`src/rtl/reflector_prog_if.sv`:
```
// Handshake bundle for the programmable reflector: letter translation path plus
// pair-load configuration channel.
interface reflector_prog_if #(
  parameter int N = 26,
  parameter int W = $clog2(N)
);
  logic         in_valid;
  logic [N-1:0] in_onehot;
  logic         out_valid;
  logic [N-1:0] out_onehot;
  logic         out_err;
  logic         cfg_start;
  logic         cfg_valid;
  logic [W-1:0] cfg_a;
  logic [W-1:0] cfg_b;
  logic         cfg_ready;
  logic         cfg_done;
  logic         cfg_err;

  modport slave (
    input  in_valid, in_onehot, cfg_start, cfg_valid, cfg_a, cfg_b,
    output out_valid, out_onehot, out_err, cfg_ready, cfg_done, cfg_err
  );

  modport master (
    output in_valid, in_onehot, cfg_start, cfg_valid, cfg_a, cfg_b,
    input  out_valid, out_onehot, out_err, cfg_ready, cfg_done, cfg_err
  );
endinterface

```
`src/rtl/reflector_prog.sv`:
```
// Reciprocal letter reflector with a run-time loadable pairing table. Letters are
// translated through the active table while a new wiring is built in a shadow copy.
module reflector_prog #(
  parameter int N = 26,
  parameter int W = $clog2(N)
) (
  input  logic            clk,
  input  logic            reset_n,
  reflector_prog_if.slave bus
);
  localparam int             CW        = $clog2(N / 2 + 1);
  localparam logic [CW-1:0]  LAST_PAIR = CW'(N / 2 - 1);
  localparam logic [W:0]     N_LIM     = (W + 1)'(N);
  localparam logic [N-1:0]   ONE_N     = {{(N - 1){1'b0}}, 1'b1};

  typedef enum logic [1:0] {RUN, LOAD, COMMIT} state_t;

  state_t        state_reg, state_next;
  logic [W-1:0]  active_reg [N];
  logic [W-1:0]  shadow_reg [N];
  logic [N-1:0]  used_reg;
  logic [CW-1:0] count_reg, count_next;
  logic          cfg_err_reg, cfg_err_next;
  logic          clear_load, pair_write, commit;
  logic          pair_good;

  logic          out_valid_reg, out_err_reg;
  logic [N-1:0]  out_onehot_reg;
  logic [W-1:0]  in_idx;
  logic          in_single;
  logic [N-1:0]  mapped_onehot;

  // Range checks gate the used-bit lookups so an out-of-range index never decides acceptance.
  always_comb begin
    pair_good = ({1'b0, bus.cfg_a} < N_LIM) && ({1'b0, bus.cfg_b} < N_LIM) &&
                (bus.cfg_a != bus.cfg_b);
    if (pair_good)
      pair_good = !used_reg[bus.cfg_a] && !used_reg[bus.cfg_b];
  end

  always_ff @(posedge clk or negedge reset_n) begin
    if (!reset_n) begin
      state_reg   <= RUN;
      count_reg   <= '0;
      cfg_err_reg <= 1'b0;
    end else begin
      state_reg   <= state_next;
      count_reg   <= count_next;
      cfg_err_reg <= cfg_err_next;
    end
  end

  always_comb begin
    state_next   = state_reg;
    count_next   = count_reg;
    cfg_err_next = cfg_err_reg;
    clear_load   = 1'b0;
    pair_write   = 1'b0;
    commit       = 1'b0;
    case (state_reg)
      RUN: begin
        if (bus.cfg_start) begin
          state_next   = LOAD;
          clear_load   = 1'b1;
          count_next   = '0;
          cfg_err_next = 1'b0;
        end
      end
      LOAD: begin
        if (bus.cfg_start) begin
          clear_load   = 1'b1;
          count_next   = '0;
          cfg_err_next = 1'b0;
        end else if (bus.cfg_valid) begin
          if (pair_good) begin
            pair_write = 1'b1;
            count_next = count_reg + 1'b1;
            if (count_reg == LAST_PAIR)
              state_next = COMMIT;
          end else begin
            cfg_err_next = 1'b1;
            state_next   = RUN;
          end
        end
      end
      COMMIT: begin
        commit     = 1'b1;
        state_next = RUN;
      end
      default: state_next = RUN;
    endcase
  end

  generate
    for (genvar gi = 0; gi < N; gi++) begin : g_entry
      logic hit;
      assign hit = pair_write && ((bus.cfg_a == W'(gi)) || (bus.cfg_b == W'(gi)));

      always_ff @(posedge clk or negedge reset_n) begin
        if (!reset_n) begin
          active_reg[gi] <= W'(N - 1 - gi);
          shadow_reg[gi] <= W'(N - 1 - gi);
          used_reg[gi]   <= 1'b0;
        end else begin
          if (commit)
            active_reg[gi] <= shadow_reg[gi];
          if (hit)
            shadow_reg[gi] <= (bus.cfg_a == W'(gi)) ? bus.cfg_b : bus.cfg_a;
          if (clear_load)
            used_reg[gi] <= 1'b0;
          else if (hit)
            used_reg[gi] <= 1'b1;
        end
      end
    end
  endgenerate

  always_comb begin
    in_idx = '0;
    for (int i = 0; i < N; i++)
      if (bus.in_onehot[i])
        in_idx = W'(i);
    in_single     = (bus.in_onehot != '0) && ((bus.in_onehot & (bus.in_onehot - ONE_N)) == '0);
    mapped_onehot = ONE_N << active_reg[in_idx];
  end

  // Translation always reads the active table, so a commit only affects the next sample.
  always_ff @(posedge clk or negedge reset_n) begin
    if (!reset_n) begin
      out_valid_reg  <= 1'b0;
      out_onehot_reg <= '0;
      out_err_reg    <= 1'b0;
    end else begin
      out_valid_reg  <= bus.in_valid;
      out_onehot_reg <= (bus.in_valid && in_single) ? mapped_onehot : '0;
      out_err_reg    <= bus.in_valid && !in_single;
    end
  end

  assign bus.out_valid  = out_valid_reg;
  assign bus.out_onehot = out_onehot_reg;
  assign bus.out_err    = out_err_reg;
  assign bus.cfg_ready  = (state_reg == LOAD);
  assign bus.cfg_done   = (state_reg == COMMIT);
  assign bus.cfg_err    = cfg_err_reg;
endmodule

```
`src/flat_wrapper.sv`:
```
// flat-port wrapper written by rule: the top's interface ports become plain ports
module reflector_prog_flat 
#(
  parameter int N = 26,
  parameter int W = $clog2(N)
)
  (clk, reset_n, bus_in_valid, bus_in_onehot, bus_cfg_start, bus_cfg_valid, bus_cfg_a, bus_cfg_b, bus_out_valid, bus_out_onehot, bus_out_err, bus_cfg_ready, bus_cfg_done, bus_cfg_err);
  reflector_prog_if #(.N(N), .W(W)) bus_i ();
  input  logic clk;
  input  logic reset_n;
  input wire logic [$bits(bus_i.in_valid)-1:0] bus_in_valid;
  input wire logic [$bits(bus_i.in_onehot)-1:0] bus_in_onehot;
  input wire logic [$bits(bus_i.cfg_start)-1:0] bus_cfg_start;
  input wire logic [$bits(bus_i.cfg_valid)-1:0] bus_cfg_valid;
  input wire logic [$bits(bus_i.cfg_a)-1:0] bus_cfg_a;
  input wire logic [$bits(bus_i.cfg_b)-1:0] bus_cfg_b;
  output wire logic [$bits(bus_i.out_valid)-1:0] bus_out_valid;
  output wire logic [$bits(bus_i.out_onehot)-1:0] bus_out_onehot;
  output wire logic [$bits(bus_i.out_err)-1:0] bus_out_err;
  output wire logic [$bits(bus_i.cfg_ready)-1:0] bus_cfg_ready;
  output wire logic [$bits(bus_i.cfg_done)-1:0] bus_cfg_done;
  output wire logic [$bits(bus_i.cfg_err)-1:0] bus_cfg_err;
  assign bus_i.in_valid = bus_in_valid;
  assign bus_i.in_onehot = bus_in_onehot;
  assign bus_i.cfg_start = bus_cfg_start;
  assign bus_i.cfg_valid = bus_cfg_valid;
  assign bus_i.cfg_a = bus_cfg_a;
  assign bus_i.cfg_b = bus_cfg_b;
  assign bus_out_valid = bus_i.out_valid;
  assign bus_out_onehot = bus_i.out_onehot;
  assign bus_out_err = bus_i.out_err;
  assign bus_cfg_ready = bus_i.cfg_ready;
  assign bus_cfg_done = bus_i.cfg_done;
  assign bus_cfg_err = bus_i.cfg_err;
  reflector_prog #(.N(N), .W(W)) u_core (.clk(clk), .reset_n(reset_n), .bus(bus_i));
endmodule
```
`config.mk`:
```
export PLATFORM = sky130hd
export DESIGN_NAME = reflector_prog_flat
export DESIGN_NICKNAME = d
export VERILOG_FILES = /design/src/rtl/reflector_prog_if.sv /design/src/rtl/reflector_prog.sv /design/src/flat_wrapper.sv
export SDC_FILE = /design/constraint.sdc
export NUM_CORES = 1
export LEC_CHECK = 0
export BUFFER_PORTS_ARGS = -buffer_cell sky130_fd_sc_hd__buf_2
export CAP_MARGIN = 20
export CORE_MARGIN = 4
export CORE_UTILIZATION = 62
export DETAILED_ROUTE_END_ITERATION = 6
export GPL_TIMING_DRIVEN = 1
export PLACE_DENSITY = 0.8
export SLEW_MARGIN = 0
export SYNTH_ARGS = -nofsm -noshare
export SYNTH_HDL_FRONTEND = slang
export SYNTH_SLANG_ARGS = --single-unit
```
`constraint.sdc`:
```
create_clock -name clk -period 3.44 [get_ports clk]
set_input_delay 0.344 -clock clk [delete_from_list [all_inputs] [get_ports clk]]
set_output_delay 0.344 -clock clk [all_outputs]
set_load 0.05 [all_outputs]
```
### After elaboration in Yosys (flattened, before gate mapping)

Cells that the tools add are included.

| word-level totals | value |
|---|---|
| flip-flop bits (word level) | 321 |
| output and inout port bits | 31 |
| logic and storage cells | 387 |

| cells by class | value |
|---|---|
| add/sub/neg operators | 2 |
| $lt $le $gt $ge | 5 |
| equal/unequal tests | 61 |
| shift operators | 1 |
| multiplexer cells | 135 |
| bitwise operators | 2 |
| reduce and logical (&&, ||, !) cells | 97 |

Operator list:

| kind | count |
|---|---|
| $mux 5 | 52 |
| $eq 5x5->1 const B | 20 |
| $eq 5x4->1 const B | 16 |
| $mux 1 | 67 |
| $reduce_bool 2->1 | 27 |
| $eq 5x3->1 const B | 8 |
| $logic_and 1x1->1 | 32 |
| $and 26x26->26 | 1 |
| $logic_not 26->1 | 1 |
| $logic_or 1x1->1 | 26 |
| $mux 26 | 1 |
| $reduce_bool 26->1 | 1 |
| $shl 1x5->26 const A | 1 |
| $sub 26x1->26 const B | 1 |
| $bmux 5 s5 | 1 |
| $eq 5x2->1 const B | 4 |
| $mux 4 | 4 |
| $lt 5x6->1 const B | 2 |
| $reduce_and 4->1 | 3 |
| $bmux 1 s5 | 2 |
| $eq 5x1->1 const B | 2 |
| $logic_not 5->1 | 2 |
| $lt 5x5->1 const B | 2 |
| $mux 2 | 5 |
| other kinds (16) | 22 |

### Logic depth before layout (Yosys ltp)

Gate-level depths: netlist of the first run.

| logic depth | value |
|---|---|
| word-level depth | 31 |
| mapped depth | 16 |

### Least setup slack after synthesis of the first run

No wires, ideal clock.

| path | value |
|---|---|
| path type | input-to-reg |
| start | input bus_cfg_a[0] |
| end | register u_core.shadow_reg[14] (netlist name) |
| setup time | 128 ps |
| arrival time | 3265 ps |
| slack | 47 ps |
| stages on the path | 12 |
| path buffers | 4 |
| cells stage by stage | buf_2 > mux4_2 > mux4_2 > o21ai_1 > nand4_1 > or2_1 > buf_2 > or3_1 > buf_2 > buf_6 > a21oi_4 > mux2_1 |

| between the ends | value |
|---|---|
| cells in the longest elaborated chain, start to end | 10 |

Ends and longest elaborated chain:

| what | RTL line | text |
|---|---|---|
| start, declared | flat_wrapper.sv:15 | `input wire logic [$bits(bus_i.cfg_a)-1:0] bus_cfg_a;` |
| $bmux 1 s5 | reflector_prog.sv:38 | `pair_good = !used_reg[bus.cfg_a] && !used_reg[bus.cfg_b];` |
| $mux 1 (not written as such) | reflector_prog.sv:38 |  |
| $logic_not 1->1 | reflector_prog.sv:38 |  |
| $logic_and 1x1->1 | reflector_prog.sv:38 |  |
| $mux 1 | reflector_prog.sv:37 | `if (pair_good)` |
| $mux 1 | reflector_prog.sv:75 | `if (pair_good) begin` |
| $mux 1 | reflector_prog.sv:74 | `end else if (bus.cfg_valid) begin` |
| $mux 1 | reflector_prog.sv:70 | `if (bus.cfg_start) begin` |
| $mux 1 | reflector_prog.sv:60 | `case (state_reg)` |
| $logic_and 1x1->1 | reflector_prog.sv:97 | `assign hit = pair_write && ((bus.cfg_a == W'(gi)) \|\| (bus.cfg_b == W'(gi)));` |
| end signal, assigned by index | reflector_prog.sv:102 | `shadow_reg[gi] <= W'(N - 1 - gi);` |
| end signal, assigned by index | reflector_prog.sv:108 | `shadow_reg[gi] <= (bus.cfg_a == W'(gi)) ? bus.cfg_b : bus.cfg_a;` |
| end, declared | reflector_prog.sv:20 | `logic [W-1:0] shadow_reg [N];` |

Parallel ways exist; a longest one is shown, timed or not. The select of a mux whose other input is x is not followed.
A chain may end at the register's enable or synchronous reset.

### Worst setup path in the final report of the first run

| path | value |
|---|---|
| start | register u_core.used_reg[7] |
| end | register u_core.shadow_reg[17] (netlist name) |

| between the ends | value |
|---|---|
| cells in the longest elaborated chain, start to end | 10 |

Ends and longest elaborated chain:

| what | RTL line | text |
|---|---|---|
| start, declared | reflector_prog.sv:21 | `logic [N-1:0] used_reg;` |
| start signal, assigned by index | reflector_prog.sv:103 | `used_reg[gi] <= 1'b0;` |
| start signal, assigned by index | reflector_prog.sv:110 | `used_reg[gi] <= 1'b0;` |
| start signal, assigned by index | reflector_prog.sv:112 | `used_reg[gi] <= 1'b1;` |
| $bmux 1 s5 | reflector_prog.sv:38 |  |
| $mux 1 (not written as such) | reflector_prog.sv:38 |  |
| $logic_not 1->1 | reflector_prog.sv:38 |  |
| $logic_and 1x1->1 * | reflector_prog.sv:38 |  |
| $mux 1 * | reflector_prog.sv:37 |  |
| $mux 1 * | reflector_prog.sv:75 |  |
| $mux 1 * | reflector_prog.sv:74 |  |
| $mux 1 * | reflector_prog.sv:70 |  |
| $mux 1 * | reflector_prog.sv:60 |  |
| $logic_and 1x1->1 * | reflector_prog.sv:97 |  |

Mark *: on every way between the ends. The rest lies on a longest branch, timed or not. The select of a mux whose other input is x is not followed.

==> flow_metrics.env, run 1 <==
export IMPL_routed_via_density=6.46
export IMPL_drt_total_wl_microns=47200
export IMPL_finalSetupViolCount=0
export IMPL_netlist_area_sq_mm=0.0163
export IMPL_worst_pin_slew_ns=0.962
export IMPL_ys_seq_elements=321
export IMPL_yosysWarningCount=0
export IMPL_ant_nets=0
export IMPL_hold_viol_final=0
export IMPL_dp_slack_ns=-0.195
export IMPL_numCtsBuffers=35
export IMPL_io_pins=72
export IMPL_area_delta_synth_final_pct=19.5
export IMPL_grt_max_degree=124
export IMPL_skew_ns=0.0122
export IMPL_max_freq_mhz=301
export IMPL_post_cts_repair_setup_buffers=0
export IMPL_leakagePower_nw=9.31
export IMPL_whs_ns=0.140
export IMPL_clkTransAtPathRegs_ns=0.06
export IMPL_start_kind="flop"
export IMPL_diodes=0
export IMPL_num_vias=13100
export IMPL_cts_root_buf="clkbuf_16"
export IMPL_drive_above_1_share_pct=36.9
export IMPL_rsz0062_at_grt="false"
export IMPL_ir_worst_vdd_mv=0.416
export IMPL_synth_area_leader_cell="dfrtp_1"
export IMPL_hpwl_microns=33200
export IMPL_clock_latency_ns=0.52
export IMPL_wl_per_cell_microns=23.3
export IMPL_area_sequential_sq_mm=0.00818
export IMPL_cts_max_path_buffers=3
export IMPL_worstSetupPathType="reg -> reg"
export IMPL_overflow=0
export IMPL_numClockSinks=321
export IMPL_io_buffers=71
export IMPL_multi_input_area_sq_mm=0.00732
export IMPL_ys_async_sr_fraction_pct=100
export IMPL_slew_limit_headroom_pct=35.9
export IMPL_crit_fanout=27
export IMPL_die_y_microns=170
export IMPL_layout_setup_ws_ns=0.121
export IMPL_violations="design-rule violations"
export IMPL_place_congestion=0.943
export IMPL_initial_core_util_pct=62.8
export IMPL_die_w_microns=170
export IMPL_yosysMostFrequentCell="dfrtp_1"
export IMPL_gr_usage_all_layers_pct=32.9
export IMPL_arrival_ns=3.75
export IMPL_status="complete, but fails checks"
export IMPL_ys_flop_type="dfrtp_1"
export IMPL_drt_iter0_markers=1514
export IMPL_drc=2
export IMPL_ys_top_cells_by_count="dfrtp_1, mux2_2, mux2i_1"
export IMPL_core_sq_mm=0.0259
export IMPL_antenna_found_initial=1
export IMPL_critPathRequiredTime_ns=3.87
export IMPL_num_rows=59
export IMPL_h_tree_depth=2
export IMPL_synth_edf_count=0
export IMPL_grt_pass1_vias=13400
export IMPL_fin_crit_ns=3.32
export IMPL_fin_crit_sh_pct=96.5
export IMPL_hp_class="in -> reg"
export IMPL_nFillCells=1727
export IMPL_yosysSeqAreaShare_pct=50.2
export IMPL_p_per_area_mw_per_mm2=466
export IMPL_netlist_instances=1477
export IMPL_cts_tree="yes"
export IMPL_die_area_sq_mm=0.0289
export IMPL_synth_nets=1520
export IMPL_final_nets=1712
export IMPL_drv_slew=0
export IMPL_grt_pass1_wl_microns=74500
export IMPL_avgSynthCellArea_sq_um=11.0
export IMPL_drv_cap=0
export IMPL_yosysTopAreaCellShare_pct=31.8
export IMPL_yosys_top_cells_area="dfrtp_1, dfstp_2, mux2_2"
export IMPL_end_kind="flop"
export IMPL_synth_distinct_cells=67
export IMPL_first_pass_iters=7
export IMPL_finalPower_mw=9.07
## placed cells by master, fill, tap and decap left out, types with 15 or more instances in the layout
master     Yosys  layout
nand3_1       25      25
nor3_1        28      28
a31oi_1       24      23
buf_2         12      70
dfrtp_1      207     207
o21ai_1       15      15
o31a_1        25      25
a21oi_1       90      90
nor2_1        75      75
buf_4          4     171
mux2i_1      128     128
mux4_2        15      15
nor2b_1       16      15
mux2_1        15      15
dfstp_2      114     114
clkbuf_16      0      37
mux2_2       152     152
nand2_1       64      64
nand2b_1      16      16
o21ai_0       71      71
inv_1        108     108
## cell type report
type	count	area share, %
clock inverter	7	0.695
sequential	321	42.0
inverter	108	2.08
clock buffer	55	5.67
timing repair buffer	255	9.71
multi-input combinational	948	37.6
tap	335	2.15
## cells by family after synthesis
group,share of synthesized area (%)
simple gates,9.49
compound gates,12.8
fa+ha+maj,0.154
flops,50.2
xor+xnor,0.269
mux,22.1
buf+inv,5.03
## worst max-delay path, cell delays in order, from the launching register on
cell	delay, ns
dfrtp_1	0.41
mux4_2	0.47
mux4_2	0.46
o21ai_1	0.17
nand4_1	0.17
or2_1	0.28
or3_2	0.45
buf_12	0.21
a21oi_4	0.24
buf_4	0.17
mux2i_1	0.19
## worst paths after layout
path,startpoint,end,slack (ns),depth (start not counted)
max,u_core.used_reg[7],u_core.shadow_reg[17],0.12,10
min,bus_cfg_valid,u_core.bus.cfg_err,0.14,3
max reg2reg,u_core.used_reg[7],u_core.shadow_reg[17],0.12,10
min reg2reg,u_core.shadow_reg[84],u_core.shadow_reg[84],0.47,2
max in group asynchronous,reset_n,u_core.shadow_reg[45],1.94,3
min in group asynchronous,reset_n,u_core.active_reg[26],0.55,2
## per-stage QoR
step,cell area (sq um),cells,TNS [ns],util [%]
floorplan,16300,1477,0,-
finish,19500,2029,0,75.1
global route,19500,2029,0,75.1
CTS,19400,2028,0,75.0
detailed placement,18200,1964,-6.32,70.1
global placement,18200,1964,-1.70,70.1
## report_power, final
group          switching (mW)  internal, mW  leakage [nW]
logic                   0.585         0.357          4.85
clock network            1.50          2.50         0.612
registers               0.118          4.02          3.85
total                    2.20          6.87          9.31
## per-layer routing
layer / vias to the layer above / wire (microns) / GRT usage [%]
met5: - / 13 / 0
met4: 2 / 2510 / 15.8
met3: 195 / 4330 / 6.46
met2: 755 / 22100 / 52.8
met1: 6468 / 18200 / 43.4
li1: 5678 / - / -
## what timing repair did
action / CTS / global route
hold buffers: 2 / 0
endpoints found under the hold margin: 35 / 0
resized for setup: 0 / 3
setup endpoints to repair: 0 / 40
(Power assumes the default switching activity.)
==> run 2, diff against run 1 <==
--- a/config.mk
+++ b/config.mk
@@ -5,11 +5,11 @@
 export SDC_FILE = /design/constraint.sdc
 export NUM_CORES = 1
 export LEC_CHECK = 0
-export BUFFER_PORTS_ARGS = -buffer_cell sky130_fd_sc_hd__buf_2
 export CAP_MARGIN = 20
 export CORE_MARGIN = 4
-export CORE_UTILIZATION = 62
+export CORE_UTILIZATION = 64
 export DETAILED_ROUTE_END_ITERATION = 6
+export DONT_BUFFER_PORTS = 1
 export GPL_TIMING_DRIVEN = 1
 export PLACE_DENSITY = 0.8
 export SLEW_MARGIN = 0
==> run 2 against run 1 <==
  * The flow finishes with violations (negative hold slack)
  * Clock power is 3% lower
  * Critical path type unchanged
  * Critical endpoint is now u_core.shadow_reg[19]
  * Sequential share of layout area rose by 2.4 points
  * Cell count down 7.7%
  * Die area shrank 3.0%
  * First-iteration DRC count rose by 0.86%
  * Register-to-register slack got worse by 0.04 ns
  * Core utilization decreased by 1.8 points
  * Combinational power down 29%
==> flow_metrics.env, run 2 (same netlist as run 1, synthesis figures left out) <==
export IMPL_final_cell_area_sq_mm=0.0184
export IMPL_io_buffers=0
export IMPL_switching_share_pct=23.4
export IMPL_fin_crit_ns=3.35
export IMPL_cts_max_path_buffers=3
export IMPL_hp_class="in -> async"
export IMPL_die_y_microns=167
export IMPL_clkTransAtPathRegs_ns=0.06
export IMPL_numPlacedInstances=1795
export IMPL_drt_iter0_markers=1527
export IMPL_io_pins=72
export IMPL_gr_usage_all_layers_pct=33.1
export IMPL_final_common_cell="dfrtp_1"
export IMPL_hpwl_microns=29300
export IMPL_drv_cap=0
export IMPL_cts_tree="yes"
export IMPL_drc=0
export IMPL_clockPowerShare_pct=44.7
export IMPL_final_cells=1872
export IMPL_initial_core_util_pct=64.8
export IMPL_postCtsHoldBufs=9
export IMPL_drv_slew=0
export IMPL_hold_viol_final=252
export IMPL_slew_limit_headroom_pct=26.0
export IMPL_cp_slowest_stage_delay_ns=0.50
export IMPL_place_congestion=0.958
export IMPL_status="complete, but fails checks"
export IMPL_grt_max_degree=322
export IMPL_num_vias=12600
export IMPL_start_kind="flop"
export IMPL_num_rows=58
export IMPL_leakagePower_nw=8.55
export IMPL_finalSetupViolCount=0
export IMPL_power_frac_comb_pct=7.7
export IMPL_arrival_ns=3.76
export IMPL_first_pass_iters=5
export IMPL_post_route_util_pct=73.2
export IMPL_overflow=0
export IMPL_power_switching_mw=2.03
export IMPL_ir_worst_vdd_mv=0.380
export IMPL_numClockSinks=321
export IMPL_max_freq_mhz=298
export IMPL_ant_nets=0
export IMPL_drive_above_1_share_pct=30.4
export IMPL_diodes=0
export IMPL_p_seq_share_pct=47.7
export IMPL_h_tree_depth=2
export IMPL_critPathRequiredTime_ns=3.85
export IMPL_p_per_area_mw_per_mm2=472
export IMPL_grt_pass1_wl_microns=73700
export IMPL_drt_total_wl_microns=46600
export IMPL_cp_cell_sequence="mux4_2 > mux4_2 > o21ai_1 > nand4_1 > or2_1 > or3_4 > buf_12 > a21oi_4 > buf_4 > mux2_4"
export IMPL_final_nets=1558
export IMPL_skew_ns=0.0223
export IMPL_violations="negative hold slack"
export IMPL_placedInstanceArea_sq_mm=0.0170
export IMPL_die_area_sq_mm=0.0281
export IMPL_clock_latency_ns=0.53
export IMPL_fin_crit_sh_pct=97.5
export IMPL_end_kind="flop"
export IMPL_finalSetupTns_ns=0
export IMPL_crit_fanout=14
export IMPL_intPower_mw=6.65
export IMPL_grt_pass1_vias=12900
export IMPL_routed_via_density=6.71
export IMPL_cts_root_buf="clkbuf_16"
export IMPL_numCtsBuffers=35
export IMPL_crit_slowest_cell="mux4_2"
export IMPL_wl_per_cell_microns=24.9
export IMPL_core_sq_mm=0.0251
export IMPL_path_common_cell="mux4_2"
export IMPL_mostFrequentLayoutCells="dfrtp_1, mux2_2, mux2i_1"
export IMPL_die_w_microns=167
export IMPL_whs_ns=-0.471
export IMPL_antenna_found_initial=0
export IMPL_area_delta_synth_final_pct=13.0
export IMPL_worstSetupPathType="reg -> reg"
export IMPL_worst_pin_slew_ns=1.11
[run 2: changes by cell type in the layout (fill, tap and decap cells not counted), sizes merged]
cell and change:
buf -162, inv +3, clkinvlp +1, clkinv +4, clkbuf -5, dlygate4sd3 +7
[run 2: layout make-up]
| type | count | area, sq um |
|---|---|---|
| Sequential cell | 321 | 8180 |
| Fill cell | 1715 | 6720 |
| Tap cell | 330 | 413 |
| Clock inverter | 15 | 189 |
| Timing Repair Buffer | 101 | 877 |
| Clock buffer | 49 | 998 |
| Inverter | 108 | 405 |
| Multi-Input combinational cell | 948 | 7330 |
[run 2: worst paths after layout]
path | startpoint | slack (ns) | cells after the start | end
worst max-delay path | u_core.used_reg[3] | 0.09 | 10 | u_core.shadow_reg[19]
worst min-delay path | reset_n | -0.47 | 0 | u_core.shadow_reg[12]
worst max register to register | u_core.used_reg[3] | 0.09 | 10 | u_core.shadow_reg[19]
worst min register to register | u_core.shadow_reg[119] | 0.46 | 2 | u_core.shadow_reg[119]
max in group asynchronous | reset_n | 3.00 | 0 | u_core.shadow_reg[81]
min in group clk | bus_cfg_b[2] | 0 | 2 | u_core.shadow_reg[77]
[run 2: worst max-delay path, delay by kind of cell (launching register included)]
kind	cells	cell delay, ns
and+or+nand+nor	3	0.86
DFF	1	0.41
buffers and inverters	2	0.36
muxes	3	1.26
AOI/OAI and AO/OA	2	0.32
[run 2: per-layer routing]
metal | vias up | routed length [microns] | track usage (%)
li1 | 5364 | - | -
met1 | 6304 | 18200 | 44.6
met2 | 710 | 21800 | 52.6
met3 | 185 | 4460 | 7.67
met4 | 0 | 2200 | 13.6
met5 | - | 0 | 0
[run 2: stage by stage]
stage	setup WS (ns)	power, mW
after CTS	0.00218	8.68
final	0.0853	8.68
after detailed placement	-0.0530	4.82
after floorplan	0.0474	4.65
after global placement	-0.0573	4.77
after global routing	-0.00473	8.97
[run 2: power groups by stage]
stage	registers, mW	clock network, mW	logic [mW]
6_report	4.14	3.88	0.666
3_3_place_gp	4.18	0	0.590
5_1_grt	4.15	4.09	0.725
2_1_floorplan	4.15	0	0.498
3_5_place_dp	4.19	0	0.621
4_1_cts	4.13	3.90	0.648
[run 2: repair_timing]
| action | 4_1_cts | 5_1_grt |
|---|---|---|
| pin swaps | 0 | 1 |
| setup buffers | 2 | 1 |
| gates resized for setup | 0 | 6 |
| endpoints found under the setup margin | 1 | 74 |
| gates cloned | 0 | 1 |
| hold endpoints to repair | 347 | 321 |
